===== config.mk =====
export PLATFORM = sky130hd
export DESIGN_NAME = el2_ifu_ghr_ctl
export DESIGN_NICKNAME = d
export VERILOG_FILES = /design/src/rtl/el2_ifu_ghr_ctl.sv
export SDC_FILE = /design/constraint.sdc
export NUM_CORES = 1
export LEC_CHECK = 0
export CAP_MARGIN = 20
export CORE_UTILIZATION = 47
export CTS_BUF_LIST = sky130_fd_sc_hd__clkbuf_8
export DETAILED_ROUTE_END_ITERATION = 10
export PLACE_DENSITY = 0.78
export SLEW_MARGIN = 20
export SYNTH_ARGS = -nofsm -noshare
export SYNTH_HDL_FRONTEND = slang
export SYNTH_SLANG_ARGS = --single-unit

===== constraint.sdc =====
create_clock -name clk -period 2.55 [get_ports clk]
set_input_delay 0.3825 -clock clk [delete_from_list [all_inputs] [get_ports clk]]
set_output_delay 0.3825 -clock clk [all_outputs]
set_load 0.01 [all_outputs]

===== src/rtl/el2_ifu_ghr_ctl.sv =====
`default_nettype none
// ============================================================================
// Module   : el2_ifu_ghr_ctl
// Brief    : Speculative (fetch) and retired global branch history registers
//            with an in-order checkpoint queue of predicted directions.
// Revision : 1.0 - initial release
// ============================================================================
module el2_ifu_ghr_ctl #(
  parameter int GHR_SIZE = 8,
  parameter int DEPTH    = 4,
  parameter int TAGW     = $clog2(DEPTH)
) (
  input  logic                clk,
  input  logic                rst_l,
  input  logic                pred_valid,
  input  logic                pred_taken,
  output logic                pred_ready,
  output logic [TAGW-1:0]     pred_tag,
  input  logic                resolve_valid,
  input  logic [TAGW-1:0]     resolve_tag,
  input  logic                resolve_taken,
  input  logic                flush,
  output logic [GHR_SIZE-1:0] fghr,
  output logic [GHR_SIZE-1:0] rghr,
  output logic                redirect,
  output logic [TAGW:0]       count,
  output logic                err
);

  localparam logic [TAGW:0] c_depth = (TAGW+1)'(DEPTH);

  logic [GHR_SIZE-1:0] r_fghr;
  logic [GHR_SIZE-1:0] r_rghr;
  logic [DEPTH-1:0]    r_queue;
  logic [TAGW-1:0]     r_head;
  logic [TAGW-1:0]     r_tail;
  logic [TAGW:0]       r_count;
  logic                r_redirect;
  logic                r_err;

  logic w_accept;
  logic w_res_err;
  logic w_res_ok;
  logic w_mispred;

  function automatic logic [GHR_SIZE-1:0] shift(input logic [GHR_SIZE-1:0] g,
                                                input logic b);
    return {g[GHR_SIZE-2:0], b};
  endfunction

  // Readiness uses registered occupancy only; a same-cycle pop does not free a slot.
  assign pred_ready = (r_count != c_depth);
  assign pred_tag   = r_tail;

  assign w_accept  = pred_valid & pred_ready;
  assign w_res_err = resolve_valid & ((r_count == '0) | (resolve_tag != r_head));
  assign w_res_ok  = resolve_valid & ~w_res_err;
  assign w_mispred = w_res_ok & (resolve_taken != r_queue[r_head]);

  always_ff @(posedge clk) begin
    if (!rst_l) begin
      r_fghr     <= '0;
      r_rghr     <= '0;
      r_queue    <= '0;
      r_head     <= '0;
      r_tail     <= '0;
      r_count    <= '0;
      r_redirect <= 1'b0;
      r_err      <= 1'b0;
    end else begin
      // A flushed resolution is discarded, so it cannot raise a protocol error.
      if (w_res_err && !flush) begin
        r_err <= 1'b1;
      end
      if (flush) begin
        r_fghr     <= r_rghr;
        r_head     <= r_tail;
        r_count    <= '0;
        r_redirect <= 1'b0;
      end else if (w_mispred) begin
        r_rghr     <= shift(r_rghr, resolve_taken);
        r_fghr     <= shift(r_rghr, resolve_taken);
        r_head     <= r_tail;
        r_count    <= '0;
        r_redirect <= 1'b1;
      end else begin
        if (w_res_ok) begin
          r_rghr <= shift(r_rghr, resolve_taken);
          r_head <= r_head + TAGW'(1);
        end
        if (w_accept) begin
          r_fghr          <= shift(r_fghr, pred_taken);
          r_queue[r_tail] <= pred_taken;
          r_tail          <= r_tail + TAGW'(1);
        end
        r_count    <= r_count + (TAGW+1)'(w_accept) - (TAGW+1)'(w_res_ok);
        r_redirect <= 1'b0;
      end
    end
  end

  assign fghr     = r_fghr;
  assign rghr     = r_rghr;
  assign count    = r_count;
  assign redirect = r_redirect;
  assign err      = r_err;

endmodule
`default_nettype wire


After elaboration in Yosys (flattened, before gate mapping)
Index checks and enable logic that the tools add are counted.

Flip-flop bits (word level): 29. Input port bits: 9. Output and inout port bits: 24. Word-level logic and storage cells: 52.

Add/sub/neg operators: 4. $lt $le $gt $ge: 3. Equality and inequality tests: 3. Multiplexer cells: 14. Bitwise logic cells: 9. Reduce and logical (&&, ||, !) cells: 11.

Operators by type and width (number): $mux W8 (5); $lt A2 B3 Y1 const B (2); $mux W2 (3); $reduce_bool A3 Y1 (2); $add A2 B1 Y2 const B (2); $and A1 B1 Y1 (4); $bwmux W4 (1); $not A1 Y1 (4); $add A3 B1 Y3 (1); $logic_not A3 Y1 (1); $mux W1 (3); $ne A3 B3 Y1 const B (1); $reduce_and A3 Y1 (1); $reduce_or A3 Y1 (1); $sub A3 B1 Y3 (1); $bmux W1 S2 (1); $demux W1 S2 (1); $ge A2 B1 Y1 const B (1); $logic_and A1 B1 Y1 (2); $ne A2 B2 Y1 (1); $reduce_and A2 Y1 (1); $reduce_bool A2 Y1 (1); $reduce_or A2 Y1 (1); $logic_not A1 Y1 (1); 2 further kinds (2).

Longest topological paths before layout
Gate-level depths: netlist (run 1).

Depth after elaboration: 8. Gate-level depth with buffers: 11. Depth with buffers taken out: 8.

Worst setup path after synthesis (run 1)
No wires, ideal clock.

Kind: register -> register. Start: register r_count[2] (netlist: count[2]). End: register r_count[2] (netlist: count[2]). Setup time: 0.116 ns. Arrival time: 2.347 ns. Data required time: 2.434 ns. Slack: 0.087 ns. Stages on the path, launching flop included: 11. Path buffers: 2. Period minus slack after synthesis: 2.463 ns. Cell sequence: dfxtp_1 -> or3_1 -> and4_1 -> buf_2 -> buf_2 -> xnor2_1 -> ha_1 -> fa_1 -> xor2_1 -> xnor2_1 -> and3_1.

Word-level cells in the longest chain between the ends: 7. Elaborated cells on any way between the ends: 11. Those cells by class: add/sub (2); eq/ne (1); bitwise (6); reduce/logical (2).

RTL lines: start: declaration (line 37) `logic [TAGW:0] r_count;`; start signal: assignment (line 96) `r_count <= r_count + (TAGW+1)'(w_accept) - (TAGW+1)'(w_res_ok);`; parallel branches: the longest is 7 deep, another holds $add A3 B1 Y3.

Parallel ways; which one is timed is not known. A chain may end at the register's enable or synchronous reset.

Final worst setup path (run 1)
Start: register r_head[0]. End: register r_fghr[5] (netlist: fghr[5]).

Word-level cells in the longest chain between the ends: 8. Elaborated cells on any way between the ends: 12. Those cells by class: eq/ne (2); mux (4); bitwise (5); reduce/logical (1).

RTL lines: start: declaration (line 35) `logic [TAGW-1:0] r_head;`; start signal: assignment (line 77) `r_head <= r_tail;`; start signal: assignment (line 83) `r_head <= r_tail;`; start signal: assignment (line 89) `r_head <= r_head + TAGW'(1);`; $ne A2 B2 Y1 (line 56) `assign w_res_err = resolve_valid & ((r_count == '0) | (resolve_tag != r_head));`; $or A1 B1 Y1 (line 56); $and A1 B1 Y1 (line 56); $not A1 Y1 (line 57) `assign w_res_ok = resolve_valid & ~w_res_err;`; $and A1 B1 Y1 (line 57); $and A1 B1 Y1 * (line 58) `assign w_mispred = w_res_ok & (resolve_taken != r_queue[r_head]);`; $mux W8 (line 80) `end else if (w_mispred) begin`; $mux W8 (line 75) `if (flush) begin`; end signal: assignment (line 76) `r_fghr <= r_rghr;`; end signal: assignment (line 82) `r_fghr <= shift(r_rghr, resolve_taken);`; end signal: assignment (line 92) `r_fghr <= shift(r_fghr, pred_taken);`; end: declaration (line 32) `logic [GHR_SIZE-1:0] r_fghr;`.

Every way passes the cells marked *; elsewhere a longest branch is shown, timed or not. The select of a mux whose other input is x is not followed.

==> results.sh, run 1 <==
export IMPL_tightest_pin_transition_ns=0.4093
export IMPL_fin_ws_ns=0.1558
export IMPL_yosys_warnings=0
export IMPL_timing_max_transition_violations_final=0
export IMPL_final_period_utilization_pct=93.89
export IMPL_area_growth_synth_to_finish_pct=29.24
export IMPL_run_status="complete, no violations"
export IMPL_synthCells=176
export IMPL_ys_async_sr_fraction_pct=0
export IMPL_firstDrtPassIters=4
export IMPL_post_synth_main_area_contributors="dfxtp_1 (38%), nand2_1 (7.4%), ha_1 (4.1%), mux2i_1 (3.9%), a21boi_0 (3.9%)"
export IMPL_layout_drive_gt1_share_pct=8.571
export IMPL_worst_r2r_startpoint="r_head[0]$_SDFFE_PN0P_"
export IMPL_post_synth_top_count_cell="nand2_1"
export IMPL_worst_endpoint_arrival_ns=2.59
export IMPL_tritoncts_num_buffers=5
export IMPL_ys_ff_latch=29
export IMPL_drt_iter0_markers=49
export IMPL_routed_via_count=1418
export IMPL_chipWidth_um=59.01
export IMPL_gp_routability_congestion=0.7962
export IMPL_worst_path_largest_cell_delay_ns=0.58
export IMPL_worst_hold_path_type="reg2reg"
export IMPL_cts_tree="done"
export IMPL_die_h_um=59.01
export IMPL_drt_vias_per_instance=5.583
export IMPL_nets=225
export IMPL_cts_max_level=2
export IMPL_pin_count_of_the_biggest_net_entering_global_routing=21
export IMPL_maxClockFrequency_mhz=417.7
export IMPL_fin_hold_ws_ns=0.4598
export IMPL_cap_violations=0
export IMPL_hold_crit_start="r_queue[1]$_SDFFE_PN0P_"
export IMPL_total_power_mw=1.005
export IMPL_clk_insertion_delay_late_ns=0.27
export IMPL_crit_buf_inv=1
export IMPL_p_leak_nw=0.7381
export IMPL_io_buffer_count=32
export IMPL_post_cts_buffers=0
export IMPL_setup_tns_final_ns=0
export IMPL_finalNonFillerCells=254
export IMPL_power_density_cells_mw_per_mm2=509.1
export IMPL_post_synth_top_area_fraction_pct=38.00
export IMPL_grt_antenna_before_repair=0
export IMPL_critical_path_peak_fanout=12
export IMPL_clock_root_buffer="clkbuf_8"
export IMPL_dp_hpwl_um=2671
export IMPL_worst_case_vdd_ir_drop_uv=373.7
export IMPL_cpLargestDelayFamily="multiplexers"
export IMPL_detail_route_drc_violations=0
export IMPL_global_route_wire_length_before_repair_um=6265
export IMPL_grt_pass1_vias=1439
export IMPL_most_area_hungry_cell_type_in_the_yosys_netlist="dfxtp_1"
export IMPL_critPathLaunch="r_head[0]$_SDFFE_PN0P_"
export IMPL_finalHoldViolations=0
export IMPL_regToRegSetupSlack_ns=0.16
export IMPL_dieArea_mm2=0.003482
export IMPL_core_rowCount=20
export IMPL_clockBufferDepth=2
export IMPL_dpl_cell_count=247
export IMPL_boundaryPins=33
export IMPL_post_cts_hold_buffer_count=0
export IMPL_routed_wire_length_per_instance_um=14.72
export IMPL_numClockSinks=29
export IMPL_setup_viol=0
export IMPL_final_area_mm2=0.001974
export IMPL_crit_path_top_delay_cell="mux4_2"
export IMPL_cts_resized_gates=0
export IMPL_syn_area_mm2=0.001528
export IMPL_num_fill_cells=272
export IMPL_finalCriticalPeriod_ns=2.394
export IMPL_num_antenna_cells=0
export IMPL_crit_required_ns=2.75
export IMPL_synthDistinctLibCells=41
export IMPL_synth_edf_count=0
export IMPL_finish_utilization_pct=64.15
export IMPL_grtUsageTotal_pct=24.30
export IMPL_critical_path_start_type="register"
export IMPL_floorplan_initialDensity_pct=49.63
export IMPL_mapped_avg_cell_area_um2=8.680
export IMPL_route_final_wire_length_um=3739
export IMPL_normalized_max_slew_margin_pct=72.71
export IMPL_yosys_most_used_dff="dfxtp_1"
export IMPL_setup_repair_after_global_routing_missed_its_margin="no"
export IMPL_dpl_cell_area_mm2=0.001888
export IMPL_synthesis_nets=191
export IMPL_path_clk_slew_ns=0.06
export IMPL_synth_top_cells_by_count="nand2_1 (30), dfxtp_1 (29), a21oi_1 (9), and3_1 (9)"
export IMPL_grt_ovfl_total=0
export IMPL_drtAntennaViolNets=0
export IMPL_fin_worst_skew_ns=0.009046
export IMPL_sequential_to_total_area_share_from_yosys_stat_pct=38.00
export IMPL_setup_worst_path_class="reg2reg"
export IMPL_pre_cts_slack_ns=0.03574
export IMPL_worst_setup_path_end_kind="register"
export IMPL_path_cells="mux4_2 -> xor2_1 -> buf_4 -> a21oi_2 -> and3_1 -> o2bb2ai_1"
export IMPL_fp_coreArea_mm2=0.003078
-- cell usage in the layout, fill, tap and decap left out, drive strengths merged --
master | netlist | routed
a211oi | 6 | 6
a21boi | 9 | 9
a21oi | 10 | 10
a31oi | 4 | 4
a32o | 1 | 1
a32oi | 1 | 1
and2 | 4 | 4
and3 | 9 | 9
and4 | 1 | 1
buf | 8 | 9
clkbuf | 6 | 6
clkdlybuf4s50 | 0 | 32
dfxtp | 29 | 29
fa | 1 | 1
ha | 5 | 5
inv | 5 | 6
mux2i | 6 | 6
mux4 | 1 | 1
nand2 | 30 | 30
nand2b | 1 | 1
nand3 | 7 | 7
nor2 | 2 | 2
nor2b | 1 | 1
nor3b | 1 | 1
nor4 | 1 | 1
nor4b | 1 | 1
o2111ai | 1 | 1
o211ai | 1 | 1
o21ai | 9 | 9
o2bb2ai | 6 | 6
o41ai | 1 | 1
or3 | 1 | 1
or3b | 1 | 1
xnor2 | 4 | 4
xor2 | 2 | 2
-- registers in the layout (all words and copies together), names as in the netlist --
register,cells
redirect,1
rghr,8
err,1
r_head,2
count,3
r_queue,4
pred_tag,2
fghr,8
-- final timing paths --
check,end,cells past startpoint
hold / removal,r_queue[1]$_SDFFE_PN0P_,2
hold reg to reg,r_queue[1]$_SDFFE_PN0P_,2
setup reg to reg,fghr[5]$_SDFFE_PN0P_,6
setup / recovery,fghr[5]$_SDFFE_PN0P_,6
-- kinds of logic (layout without fill, tap and decap cells) --
kind of cell | Yosys count | count (layout) | synth area share [%]
mux | 7 | 7 | 5.405
fa+ha+maj | 6 | 6 | 5.405
xor+xnor | 6 | 6 | 3.440
flops | 29 | 29 | 38.00
compound gates | 49 | 49 | 21.79
simple gates | 60 | 60 | 19.33
buf+inv | 19 | 53 | 6.633
-- power breakdown --
part	total [mW]	internal, mW	switching, mW
clock	0.371	0.210	0.161
sequential	0.486	0.469	0.0173
combinational	0.148	0.0744	0.0738
total	1.01	0.753	0.252
-- per-layer routing --
layer / GRT usage [%] / up-vias / routed length (µm)
met4: 14.63 / 0 / 70
met2: 40.58 / 53 / 1815
met3: 6.114 / 8 / 186
met1: 28.00 / 662 / 1666
li1: - / 695 / -
met5: 0 / - / 0
-- cell type report --
cell class	instances	area [µm²]	share of cell area, %
multi-input cells	128	845.8	42.84
flip-flops and latches	29	580.6	29.40
repair buffers	41	387.9	19.65
clock buffers	6	82.58	4.183
well taps	44	55.05	2.788
inverters	5	18.77	0.9506
clock inverters	1	3.754	0.1901
-- worst reg2reg max path, stage by stage, from the launching register on --
cell and delay [ns]:
dfxtp_1 0.48, mux4_2 0.58, xor2_1 0.16, buf_4 0.18, a21oi_2 0.36, and3_1 0.40
o2bb2ai_1 0.16
No activity file was read; power rests on OpenSTA's default activity.
==> run 2: changes to the inputs <==
--- a/config.mk
+++ b/config.mk
@@ -10,7 +10,9 @@
 export CTS_BUF_LIST = sky130_fd_sc_hd__clkbuf_8
 export DETAILED_ROUTE_END_ITERATION = 10
 export PLACE_DENSITY = 0.78
+export SKIP_LAST_GASP = 1
 export SLEW_MARGIN = 20
 export SYNTH_ARGS = -nofsm -noshare
 export SYNTH_HDL_FRONTEND = slang
 export SYNTH_SLANG_ARGS = --single-unit
+export TNS_END_PERCENT = 20
==> results of run 2 <==
Final layout, timing and power as in run 1 (identical DEF).
==> run 3: changes to the inputs <==
--- a/config.mk
+++ b/config.mk
@@ -6,10 +6,10 @@
 export NUM_CORES = 1
 export LEC_CHECK = 0
 export CAP_MARGIN = 20
-export CORE_UTILIZATION = 47
+export CORE_UTILIZATION = 52
 export CTS_BUF_LIST = sky130_fd_sc_hd__clkbuf_8
 export DETAILED_ROUTE_END_ITERATION = 10
-export PLACE_DENSITY = 0.78
+export PLACE_DENSITY = 0.82
 export SKIP_LAST_GASP = 1
 export SLEW_MARGIN = 20
 export SYNTH_ARGS = -nofsm -noshare
==> constraint.sdc (replaced) <==
create_clock -name clk -period 2.45 [get_ports clk]
set_input_delay 0.3675 -clock clk [delete_from_list [all_inputs] [get_ports clk]]
set_output_delay 0.3675 -clock clk [all_outputs]
set_load 0.01 [all_outputs]
==> results.sh, run 3 (synthesized netlist as in run 1, its figures left out) <==
export IMPL_min_delay_path_depth=2
export IMPL_firstDrtPassIters=4
export IMPL_layout_drive_gt1_share_pct=9.953
export IMPL_normalized_max_slew_margin_pct=74.82
export IMPL_timing_max_transition_violations_final=0
export IMPL_dp_hpwl_um=2653
export IMPL_holdPathEnd="r_queue[2]$_SDFFE_PN0P_"
export IMPL_numClockSinks=29
export IMPL_fp_coreArea_mm2=0.002781
export IMPL_intPower_uw=893.6
export IMPL_die_h_um=56.20
export IMPL_tightest_pin_transition_ns=0.3776
export IMPL_layout_cells_most_common_list="clkdlybuf4s50_1 (32), nand2_1 (30), dfxtp_1 (28)"
export IMPL_path_cells="or3b_2 -> nand2_1 -> xnor2_1 -> ha_1 -> fa_1 -> xor2_1 -> xnor2_1 -> and3_1"
export IMPL_drt_vias_per_instance=5.992
export IMPL_path_clk_slew_ns=0.06
export IMPL_clock_root_buffer="clkbuf_8"
export IMPL_setup_repair_after_global_routing_missed_its_margin="no"
export IMPL_p_clk_share_pct=43.5
export IMPL_grt_ovfl_total=0
export IMPL_gp_routability_congestion=0.8017
export IMPL_setup_viol=0
export IMPL_pre_cts_slack_ns=-0.06733
export IMPL_critical_path_peak_fanout=5
export IMPL_final_period_utilization_pct=93.75
export IMPL_dpl_cell_area_mm2=0.001873
export IMPL_setup_worst_path_class="reg2reg"
export IMPL_p_leak_nw=0.7529
export IMPL_chipWidth_um=56.20
export IMPL_post_cts_buffers=0
export IMPL_cts_resized_gates=0
export IMPL_nets=225
export IMPL_seq_area_um2=581.8
export IMPL_most_frequent_standard_cell_in_the_layout_excluding_fill_and_tap_cells="clkdlybuf4s50_1"
export IMPL_multi_input_comb_area_um2=853.3
export IMPL_finish_utilization_pct=71.79
export IMPL_cts_max_level=2
export IMPL_critical_path_start_type="register"
export IMPL_tritoncts_num_buffers=5
export IMPL_worst_path_largest_cell_delay_ns=0.49
export IMPL_clk_insertion_delay_late_ns=0.28
export IMPL_pin_count_of_the_biggest_net_entering_global_routing=20
export IMPL_clockBufferDepth=2
export IMPL_worst_case_vdd_ir_drop_uv=523.0
export IMPL_final_area_mm2=0.001997
export IMPL_boundaryPins=33
export IMPL_switching_power_uw=277.8
export IMPL_cts_tree="done"
export IMPL_finalCriticalPeriod_ns=2.297
export IMPL_regToRegSetupSlack_ns=0.15
export IMPL_seq_power_share_pct=43.2
export IMPL_finalNonFillerCells=242
export IMPL_drt_iter0_markers=38
export IMPL_num_antenna_cells=0
export IMPL_finalHoldViolations=0
export IMPL_critical_path_reg2reg_endpoint="count[2]$_SDFF_PP0_"
export IMPL_worst_r2r_startpoint="count[1]$_SDFF_PP0_"
export IMPL_grtUsageTotal_pct=26.02
export IMPL_hold_crit_start="r_queue[2]$_SDFFE_PN0P_"
export IMPL_route_final_wire_length_um=3760
export IMPL_fin_worst_skew_ns=0.007118
export IMPL_run_status="complete, no violations"
export IMPL_dpl_cell_count=234
export IMPL_detail_route_drc_violations=0
export IMPL_maxClockFrequency_mhz=435.4
export IMPL_total_power_mw=1.171
export IMPL_power_density_cells_mw_per_mm2=586.6
export IMPL_cp_common_cell="xnor2_1"
export IMPL_floorplan_initialDensity_pct=54.93
export IMPL_power_frac_comb_pct=13.3
export IMPL_power_switching_fraction_pct=23.71
export IMPL_grt_antenna_before_repair=0
export IMPL_area_growth_synth_to_finish_pct=30.71
export IMPL_worstRegToRegCells=8
export IMPL_io_buffer_count=32
export IMPL_cpLargestDelayFamily="simple AND/OR/NAND/NOR gates"
export IMPL_worst_hold_path_type="reg2reg"
export IMPL_worst_setup_path_end_kind="register"
export IMPL_crit_path_top_delay_cell="or3b_2"
export IMPL_global_route_wire_length_before_repair_um=6423
export IMPL_crit_required_ns=2.63
export IMPL_cap_violations=0
export IMPL_routed_wire_length_per_instance_um=15.54
export IMPL_grt_pass1_vias=1439
export IMPL_crit_buf_inv=0
export IMPL_post_cts_hold_buffer_count=0
export IMPL_num_fill_cells=232
export IMPL_worst_endpoint_arrival_ns=2.48
export IMPL_dieArea_mm2=0.003158
export IMPL_drtAntennaViolNets=0
export IMPL_core_rowCount=19
export IMPL_routed_via_count=1450
export IMPL_fin_ws_ns=0.1531
## run 3: cell types whose count changed in the layout (fill, tap and decap cells not counted), sizes merged
cell / change
bufinv: +1
## run 3: worst max-delay path by stage
stage	start	cells after the start	to	slack [ns]
after floorplan	count[1]$_SDFF_PP0_	10	count[2]$_SDFF_PP0_	0.01
after global routing	count[1]$_SDFF_PP0_	8	count[2]$_SDFF_PP0_	0.05
after global placement	resolve_tag[1]	9	count[2]$_SDFF_PP0_	0.02
final	count[1]$_SDFF_PP0_	8	count[2]$_SDFF_PP0_	0.15
after detailed placement	resolve_tag[1]	9	count[2]$_SDFF_PP0_	-0.07
after CTS	r_head[0]$_SDFFE_PN0P_	5	fghr[1]$_SDFFE_PN0P_	0.13
## run 3: layout make-up
cell class,count,area share [%]
Clock buffer,6,4.135
Clock inverter,2,1.692
Inverter,5,0.9398
Multi-Input combinational cell,128,42.73
Sequential cell,29,29.14
Tap cell,31,1.942
Timing Repair Buffer,41,19.42
## run 3: metrics by stage
step                hold WS (ns)  setup TNS, ns
floorplan                 0.4315              0
global placement          0.4468              0
detailed placement        0.4551       -0.06733
CTS                       0.4709              0
global route              0.4807              0
finish                    0.4708              0
## run 3: metal layers
| layer | vias to the layer above | wire [µm] | global-route usage (%) |
|---|---|---|---|
| met2 | 57 | 1809 | 42.01 |
| met5 | - | 0 | 0 |
| met1 | 689 | 1598 | 31.32 |
| met3 | 13 | 244 | 7.209 |
| li1 | 691 | - | - |
| met4 | 0 | 108 | 13.94 |
## run 3: worst min-delay path: cells and delay by family (launching register included)
| family | cells | cell delay (ns) |
|---|---|---|
| AND/OR/NAND/NOR | 1 | 0.06 |
| flip-flops | 1 | 0.31 |
| multiplexers | 1 | 0.05 |
## run 3: power by group through the flow
stage | logic (mW) | registers [mW] | clock network (mW)
after CTS | 0.155 | 0.506 | 0.514
after global routing | 0.172 | 0.508 | 0.539
after floorplan | 0.0854 | 0.517 | 0
final | 0.156 | 0.506 | 0.509
after detailed placement | 0.154 | 0.516 | 0
after global placement | 0.148 | 0.515 | 0
